**src/rtl/bp_fe_cmd_dispatch.sv**
```systemverilog
// FE command dispatcher: queues BE commands and routes the head entry to pc_gen, itlb or icache.
// Latency: a command is presented at the head one cycle after enqueue; outputs are combinational from the head.
// Backpressure: cmd_ready_o = !full; the head is held with stable payload until its target ready is seen.
module bp_fe_cmd_dispatch #(
  parameter int vaddr_width_p               = 39,
  parameter int ppn_width_p                 = 44,
  parameter int asid_width_p                = 10,
  parameter int branch_metadata_fwd_width_p = 36,
  parameter int cmd_fifo_els_p              = 4
) (
  input  logic                                   clk_i,
  input  logic                                   reset_i,
  input  logic [2:0]                             cmd_opcode_i,
  input  logic [2:0]                             cmd_subopcode_i,
  input  logic [vaddr_width_p-1:0]               cmd_pc_i,
  input  logic [branch_metadata_fwd_width_p-1:0] cmd_meta_i,
  input  logic [ppn_width_p-1:0]                 cmd_ppn_i,
  input  logic [asid_width_p-1:0]                cmd_asid_i,
  input  logic                                   cmd_v_i,
  output logic                                   cmd_ready_o,
  output logic                                   pc_gen_v_o,
  input  logic                                   pc_gen_ready_i,
  output logic                                   pc_gen_redirect_o,
  output logic                                   pc_gen_mispredict_o,
  output logic                                   pc_gen_attaboy_o,
  output logic [vaddr_width_p-1:0]               pc_gen_pc_o,
  output logic [branch_metadata_fwd_width_p-1:0] pc_gen_meta_o,
  output logic                                   itlb_v_o,
  input  logic                                   itlb_ready_i,
  output logic                                   itlb_fence_o,
  output logic [vaddr_width_p-1:0]               itlb_vaddr_o,
  output logic [ppn_width_p-1:0]                 itlb_ppn_o,
  output logic [asid_width_p-1:0]                itlb_asid_o,
  input  logic                                   icache_miss_i,
  output logic                                   icache_poison_o,
  output logic                                   icache_fence_v_o,
  input  logic                                   icache_fence_ready_i,
  output logic                                   flush_o,
  output logic                                   illegal_cmd_o
);

  localparam int AW = $clog2(cmd_fifo_els_p);

  typedef enum logic [1:0] {e_ready, e_fence_wait, e_fence_issue} state_e;

  logic [2:0]                             r_op_mem   [cmd_fifo_els_p];
  logic [2:0]                             r_sub_mem  [cmd_fifo_els_p];
  logic [vaddr_width_p-1:0]               r_pc_mem   [cmd_fifo_els_p];
  logic [branch_metadata_fwd_width_p-1:0] r_meta_mem [cmd_fifo_els_p];
  logic [ppn_width_p-1:0]                 r_ppn_mem  [cmd_fifo_els_p];
  logic [asid_width_p-1:0]                r_asid_mem [cmd_fifo_els_p];

  logic [AW:0] r_wr_ptr, r_rd_ptr;
  state_e      r_state, w_state_nxt;

  logic w_full, w_empty, w_enq, w_deq;
  logic [2:0]                             w_op, w_sub;
  logic [vaddr_width_p-1:0]               w_pc;
  logic [branch_metadata_fwd_width_p-1:0] w_meta;
  logic [ppn_width_p-1:0]                 w_ppn;
  logic [asid_width_p-1:0]                w_asid;

  // Full when the wrap bits differ but the index bits match; a full FIFO never accepts.
  assign w_empty     = (r_wr_ptr == r_rd_ptr);
  assign w_full      = (r_wr_ptr[AW] != r_rd_ptr[AW]) && (r_wr_ptr[AW-1:0] == r_rd_ptr[AW-1:0]);
  assign cmd_ready_o = !w_full;
  assign w_enq       = cmd_v_i && !w_full;

  assign w_op   = r_op_mem  [r_rd_ptr[AW-1:0]];
  assign w_sub  = r_sub_mem [r_rd_ptr[AW-1:0]];
  assign w_pc   = r_pc_mem  [r_rd_ptr[AW-1:0]];
  assign w_meta = r_meta_mem[r_rd_ptr[AW-1:0]];
  assign w_ppn  = r_ppn_mem [r_rd_ptr[AW-1:0]];
  assign w_asid = r_asid_mem[r_rd_ptr[AW-1:0]];

  // Storage write; contents need no reset since the pointers define what is valid.
  always_ff @(posedge clk_i) begin
    if (w_enq) begin
      r_op_mem  [r_wr_ptr[AW-1:0]] <= cmd_opcode_i;
      r_sub_mem [r_wr_ptr[AW-1:0]] <= cmd_subopcode_i;
      r_pc_mem  [r_wr_ptr[AW-1:0]] <= cmd_pc_i;
      r_meta_mem[r_wr_ptr[AW-1:0]] <= cmd_meta_i;
      r_ppn_mem [r_wr_ptr[AW-1:0]] <= cmd_ppn_i;
      r_asid_mem[r_wr_ptr[AW-1:0]] <= cmd_asid_i;
    end
  end

  // FIFO pointers; reset drops every queued command.
  always_ff @(posedge clk_i) begin
    if (reset_i) begin
      r_wr_ptr <= '0;
      r_rd_ptr <= '0;
    end else begin
      if (w_enq) r_wr_ptr <= r_wr_ptr + 1'b1;
      if (w_deq) r_rd_ptr <= r_rd_ptr + 1'b1;
    end
  end

  // FSM state register; reset abandons any fence sequence in progress.
  always_ff @(posedge clk_i) begin
    if (reset_i) r_state <= e_ready;
    else         r_state <= w_state_nxt;
  end

  // Next state: a fence that meets a live miss poisons it, waits for it to drain, then issues.
  always_comb begin
    w_state_nxt = r_state;
    case (r_state)
      e_ready:       if (!w_empty && w_op == 3'd3 && icache_miss_i) w_state_nxt = e_fence_wait;
      e_fence_wait:  if (!icache_miss_i) w_state_nxt = e_fence_issue;
      e_fence_issue: if (icache_fence_ready_i) w_state_nxt = e_ready;
      default:       w_state_nxt = e_ready;
    endcase
  end

  // Outputs and pop: exactly one target sees valid; payloads are zero when their channel is idle.
  always_comb begin
    pc_gen_v_o          = 1'b0;
    itlb_v_o            = 1'b0;
    icache_fence_v_o    = 1'b0;
    icache_poison_o     = 1'b0;
    illegal_cmd_o       = 1'b0;
    flush_o             = 1'b0;
    w_deq               = 1'b0;
    pc_gen_redirect_o   = 1'b0;
    pc_gen_mispredict_o = 1'b0;
    pc_gen_attaboy_o    = 1'b0;
    pc_gen_pc_o         = '0;
    pc_gen_meta_o       = '0;
    itlb_fence_o        = 1'b0;
    itlb_vaddr_o        = '0;
    itlb_ppn_o          = '0;
    itlb_asid_o         = '0;
    if (!w_empty) begin
      case (r_state)
        e_ready: begin
          case (w_op)
            3'd0, 3'd1, 3'd2, 3'd4: begin
              pc_gen_v_o          = 1'b1;
              w_deq               = pc_gen_ready_i;
              pc_gen_redirect_o   = (w_op != 3'd4);
              pc_gen_mispredict_o = (w_op == 3'd1) && (w_sub == 3'd4);
              pc_gen_attaboy_o    = (w_op == 3'd4);
              pc_gen_pc_o         = w_pc;
              pc_gen_meta_o       = (w_op == 3'd0 || w_op == 3'd2) ? '0 : w_meta;
              flush_o             = pc_gen_ready_i && (w_op != 3'd4);
            end
            3'd5, 3'd6: begin
              itlb_v_o     = 1'b1;
              w_deq        = itlb_ready_i;
              itlb_fence_o = (w_op == 3'd6);
              itlb_vaddr_o = w_pc;
              itlb_ppn_o   = w_ppn;
              itlb_asid_o  = w_asid;
            end
            3'd3: begin
              if (icache_miss_i) begin
                icache_poison_o = 1'b1;
              end else begin
                icache_fence_v_o = 1'b1;
                w_deq            = icache_fence_ready_i;
              end
            end
            default: begin
              illegal_cmd_o = 1'b1;
              w_deq         = 1'b1;
            end
          endcase
        end
        e_fence_issue: begin
          icache_fence_v_o = 1'b1;
          w_deq            = icache_fence_ready_i;
        end
        default: ;
      endcase
    end
  end

endmodule

```
**config.mk**
```make
export PLATFORM = sky130hd
export DESIGN_NAME = bp_fe_cmd_dispatch
export DESIGN_NICKNAME = d
export VERILOG_FILES = /design/src/rtl/bp_fe_cmd_dispatch.sv
export SDC_FILE = /design/constraint.sdc
export NUM_CORES = 1
export LEC_CHECK = 0
export CAP_MARGIN = 15
export CORE_UTILIZATION = 50
export CTS_BUF_LIST = sky130_fd_sc_hd__clkbuf_4
export DETAILED_ROUTE_END_ITERATION = 12
export PLACE_DENSITY = 0.81
export SLEW_MARGIN = 20
export SYNTH_ARGS = -nofsm -noshare
export SYNTH_HDL_FRONTEND = slang
export SYNTH_SLANG_ARGS = --single-unit
```
**constraint.sdc**
```tcl
create_clock -name clk_i -period 5.9 [get_ports clk_i]
set_input_delay 0.59 -clock clk_i [delete_from_list [all_inputs] [get_ports clk_i]]
set_output_delay 0.59 -clock clk_i [all_outputs]
set_load 0.05 [all_outputs]
```
**Word level (Yosys, flattened, before mapping)**

Memories as Yosys holds them, arrays and structs flattened. A register that Yosys moved wholly into a read port is not among the register bits.
Index checks and enable logic that the tools add are counted.

- $lt $le $gt $ge: 0
- $mul: 0
- Reduce and logical (&&, ||, !) cells: 15
- Multiplexer cells: 70
- Shifts and indexed selects: 0
- Bitwise logic cells: 0
- Equal/unequal tests: 16
- $add $sub $neg: 2
- Divide/modulo/power cells: 0

Operators by type and width:

| kind | number |
|---|---|
| 2-to-1 mux 39 bit | 6 |
| 2-to-1 mux 36 bit | 4 |
| 2-to-1 mux 44 bit | 3 |
| 2-to-1 mux 1 bit | 35 |
| 2-to-1 mux 10 bit | 3 |
| 2-to-1 mux 2 bit | 15 |
| equality test 3 bit (second input constant) | 4 |
| OR reduction 7 bit | 1 |
| adder 3 x 1 -> 3 bit (second input constant) | 2 |
| equality test 3 x 2 -> 1 bit (second input constant) | 2 |
| logical AND 1 bit | 6 |
| != test 2 bit (second input constant) | 3 |
| one-hot mux 2 bit (3 select lines) | 1 |
| one-hot mux 1 bit (2 select lines) | 2 |
| OR reduction 4 bit | 1 |
| equality test 3 x 1 -> 1 bit (second input constant) | 1 |
| equality test 3 bit | 1 |
| zero test 3 bit | 1 |
| != test 3 bit (second input constant) | 1 |
| one-hot mux 1 bit (3 select lines) | 1 |
| AND reduction 3 bit | 1 |
| equality test 2 x 1 -> 1 bit (second input constant) | 1 |
| equality test 2 bit | 1 |
| equality test 2 bit (second input constant) | 1 |
| other kinds (5) | 6 |

- Memory bits (read-only): 0
- Word-level logic and storage cells: 112
- Bits in latches: 0
- Output and inout port bits: 179
- Register bits: 8
- Input port bits: 142
- Memories: 6
- Memory bits (writable): 540

Memory list:

| name | words | bits a word | rd ports | clocked after memory_dff | write ports | RTL line | source |
|---|---|---|---|---|---|---|---|
| r_ppn_mem | 4 | 44 | 1 | 1 | 1 | 50 | `logic [ppn_width_p-1:0] r_ppn_mem [cmd_fifo_els_p];` |
| r_pc_mem | 4 | 39 | 1 | 1 | 1 | 48 | `logic [vaddr_width_p-1:0] r_pc_mem [cmd_fifo_els_p];` |
| r_meta_mem | 4 | 36 | 1 | 1 | 1 | 49 | `logic [branch_metadata_fwd_width_p-1:0] r_meta_mem [cmd_fifo_els_p];` |
| r_asid_mem | 4 | 10 | 1 | 1 | 1 | 51 | `logic [asid_width_p-1:0] r_asid_mem [cmd_fifo_els_p];` |
| r_op_mem | 4 | 3 | 1 | 1 | 1 | 46 | `logic [2:0] r_op_mem [cmd_fifo_els_p];` |
| r_sub_mem | 4 | 3 | 1 | 1 | 1 | 47 | `logic [2:0] r_sub_mem [cmd_fifo_els_p];` |

**Longest topological paths before layout**

Gate-level depths: netlist of run 1.

- Word-level depth: 7
- Mapped depth: 7

**Worst setup path before layout of run 1**

OpenSTA, ideal clock, no wires.

- Path type: input port to flip-flop
- Start point: input port cmd_v_i
- End point: memory r_asid_mem[3][0] (enable)
- Setup slack: 1.245 ns
- Required time: 5.388 ns
- Cell stages on the path: 3
- Arrival: 4.143 ns
- Setup time: 0.512 ns
- Path buffers: 0
- Cells stage by stage: inv_1 > a31oi_1 > and2_1

- Longest elaborated chain between the ends: 3

Ends and longest elaborated chain:

| item | RTL line | source |
|---|---|---|
| start: declaration | 19 | `input logic cmd_v_i,` |
| logical AND 1 bit | 67 | `assign w_enq = cmd_v_i && !w_full;` |
| 2-to-1 mux 1 bit | 78 | `if (w_enq) begin` |
| 2-to-1 mux 1 bit (implied by the code) | 84 | `r_asid_mem[r_wr_ptr[AW-1:0]] <= cmd_asid_i;` |
| end: declaration | 51 |  |

No other way between the ends.

==> results.md, run 1 <==
* Placed cell area at 25,100 sq um
* Critical path arrival at 4480 ps
* Yosys reg bits at 550
* TritonCTS clock tree: built
* CTS Buf Count at 140
* Hold_buf cts at 0
* Storage cell area at 16,400 sq um
* Final Skew at 50.2 ps
* Data required, critical path at 5310 ps
* Fmax at 197 MHz
* Crit-path cells: mux4_2, xnor2_1, nor2_4, buf_4, and2_1, clkdlybuf4s50_1
* RSZ-0062 raised after global routing: no
* Bufs on Longest Clock Path at 3
* Worst skew pair latency at 850 ps
* DRT Wirelength at 42.3 mm
* Power Total at 11.0 mW
* Worst min path class: input port to flip-flop
* I/O pins at 321
* Comb power frac at 29.5%
* Fill count at 2,837
* TritonRoute pass-1 iters at 5
* Worst reg2reg path depth at 4
* Synth-to-layout area growth at 26.9%
* Cell Pwr Density at 410 nW/um^2
* Final hold violation count at 0
* Sequential area share after synthesis at 77.4%
* Via count of the first global-routing pass at 11,900
* DR vias at 10,900
* Setup violations, final at 0
* CORE AREA at 41,900 sq um
* Initial Util at 50.7%
* Final min period at 5070 ps
* Crit Path Category: flip-flop to output port
* Max-cap viol count at 0
* Yosys cell types at 38
* GR Overflow Total at 0
* Footprint of the multi-input gates at 4600 sq um
* Mux cell area share after synthesis at 14.2%
* First-iteration detailed-routing DRC count at 693
* Synth Warn # at 0
* Clock group share of total power at 28.9%
* Post-route cell area at 26,900 sq um
* Cell area after synthesis at 21,200 sq um
* Number of port buffers at 320
* Worst relative slew slack at 33.3%
* Largest family of logic cells by synthesized area: multiplexers
* Setup bufs post-CTS at 0
* Outcome: finished clean
* Worst-Margin Slew at 1000 ps
* Die Area at 43,200 sq um
* Largest net degree at the start of global routing at 73
* Post_cts resized at 0
* Final Worst Setup Slack at 826 ps
* Setup_tns at 0 ps
* Share of cells above drive strength 1 at 25.8%
* Reg2reg setup slack at 2990 ps
* CP Max Fanout at 40
* Htree depth at 4
* Post-Syn Instances at 979
* Psw at 3.47 mW
* First-pass GRT wire length at 65.4 mm
* GRT Overall Usage at 20.2%
* Worst path max stage delay at 820 ps
* Row count at 75
* Die X-Extent at 208 um
* DP HPWL at 25.3 mm
* DRT antenna net count at 0
* Worst Setup EP: itlb_asid_o[0]
* Compound-Gate Fraction of Synth Area at 0.519%
* Power Internal at 7.57 mW
* Syn Nets at 1,126
* CTS Sinks at 550
* Initial antenna violation count at 4
* Final net count at 1,556
* Area share of fa/ha/maj cells after synthesis at 0.348%
* Vias per inst at 5.34
* R2R Path Start: r_wr_ptr[0]
* Sw Ratio at 31.4%
* Most common cell after layout, fill and taps aside: edfxtp_1
* Synth Area in Simple Gates at 6.14%
* Slew Limit Fails at 0
* XOR/XNOR share of the synthesized area at 0.330%
* Startpoint types: flip-flop
* Mapped Avg Cell Area at 21.7 sq um
* RD Place Congestion at 0.773
* Seq pwr share at 41.6%
* Static leakage at 8.77 nW
* Final core occ at 64.3%
* RR Endpoint: r_pc_mem[1][21]
* Crit. End Element: output port
* Highest-count cells in the layout ignoring fill and taps: 540 x edfxtp_1, 320 x clkdlybuf4s50_1, 210 x clkbuf_4
* DRC at 0
* CTS root buffer: clkbuf_4
* Max IR drop VDD at 265 uV
* Post-Place Worst Slack at 1640 ps
* Critical Path Slowest Stage Cell: clkdlybuf4s50_1
* Wire per inst at 20.7 um
* Worst-path clk slew at 60 ps
* Die Y at 208 um
* Final period util at 86.0%
per-layer routing:
layer | vias to the layer above | routed length [um] | track usage, %
met1 | 5523 | 16500 | 24.8
met2 | 414 | 21500 | 32.5
met4 | 0 | 956 | 9.73
met5 | - | 0 | 0
met3 | 63 | 3360 | 6.57
li1 | 4910 | - | -
cells by family (layout without fill, tap and decap cells):
| family | count (synthesis) | in the layout |
|---|---|---|
| flip-flops | 550 | 550 |
| XOR/XNOR | 8 | 8 |
| buffers and inverters | 54 | 576 |
| AND/OR/NAND/NOR | 212 | 212 |
| adder cells (fa/ha/maj) | 6 | 6 |
| other | 0 | 4 |
| AO/OA/AOI/OAI | 13 | 13 |
| multiplexers | 136 | 136 |
cells in the mapped netlist:
library cell	number	area (sq um)
a21oi_1	5	25.0
a31oi_1	1	6.26
a31oi_2	1	12.5
and2_1	136	851
and2_4	1	8.76
and3_1	2	12.5
and4b_1	1	10.0
buf_1	2	7.51
buf_2	8	40.0
buf_6	1	11.3
clkbuf_1	38	143
dfxtp_1	10	200
edfxtp_1	540	16200
ha_1	5	62.6
inv_1	5	18.8
maj3_2	1	11.3
mux2_1	3	33.8
mux2i_1	1	10.0
mux4_2	132	2970
nand2_1	3	11.3
nand2b_1	3	18.8
nand3_1	3	15.0
nand4_1	1	6.26
nor2_1	10	37.5
nor2_2	1	6.26
nor2b_1	39	244
nor3_1	5	25.0
nor3b_1	3	22.5
nor4b_1	2	17.5
nor4bb_1	1	10.0
o21a_1	1	7.51
o21ai_0	2	10.0
o2bb2ai_2	1	15.0
o31a_4	1	17.5
o41ai_2	1	16.3
or3_1	1	6.26
xnor2_1	7	61.3
xor2_1	1	8.76
power by group through the flow:
stage                     sequential [mW]  clock, mW  combinational (mW)
final                                4.59       3.19                3.26
after global routing                 4.61       3.50                3.43
after CTS                            4.60       3.30                3.29
after detailed placement             4.68          0                3.28
after global placement               4.66          0                3.25
after floorplan                      4.65          0                2.26
flip-flops by register name, summed over array words and instances, names as in the netlist, named ones only:
name        cells
r_ppn_mem     176
r_rd_ptr        3
r_meta_mem    144
r_state         2
r_pc_mem      156
r_op_mem       12
r_wr_ptr        3
r_sub_mem      12
r_asid_mem     40
how the worst min path moves through the flow:
stage,start,to,slack (ps),cells past startpoint
2_1_floorplan,r_rd_ptr[1],flip-flop,500,2
5_1_grt,cmd_meta_i[13],r_meta_mem[3][13],290,1
3_3_place_gp,r_rd_ptr[1],flip-flop,510,2
4_1_cts,cmd_meta_i[13],r_meta_mem[3][13],250,1
3_5_place_dp,r_rd_ptr[1],flip-flop,550,2
6_report,cmd_meta_i[13],r_meta_mem[3][13],370,1
area by class of cell:
| type | count | share of cell area [%] |
|---|---|---|
| multi-input cells | 375 | 17.1 |
| well taps | 539 | 2.51 |
| diodes | 4 | 0.0372 |
| clock inverters | 24 | 0.772 |
| flip-flops and latches | 550 | 61.0 |
| clock buffers | 210 | 5.86 |
| repair buffers | 337 | 12.6 |
| inverters | 5 | 0.0697 |
worst max-delay path, delay by kind of cell (launching register included):
| kind | cells | cell delay, ps |
|---|---|---|
| DFF | 1 | 630 |
| buffers and inverters | 2 | 1280 |
| xor gates and xnor gates | 1 | 240 |
| and+or+nand+nor | 2 | 740 |
| muxes | 1 | 670 |
metrics by stage:
stage / hold WS [ps] / std cells
2_1_floorplan: 497 / 979
3_3_place_gp: 508 / 1805
3_5_place_dp: 549 / 1805
4_1_cts: 253 / 2039
5_1_grt: 288 / 2042
6_report: 371 / 2044
No activity file was read; power rests on OpenSTA's default activity.
==> run 2, diff against run 1 <==
--- a/config.mk
+++ b/config.mk
@@ -6,6 +6,7 @@
 export NUM_CORES = 1
 export LEC_CHECK = 0
 export CAP_MARGIN = 15
+export CORE_MARGIN = 1
 export CORE_UTILIZATION = 50
 export CTS_BUF_LIST = sky130_fd_sc_hd__clkbuf_4
 export DETAILED_ROUTE_END_ITERATION = 12
==> results of run 2 <==
Final layout, timing and power as in run 1 (identical DEF).
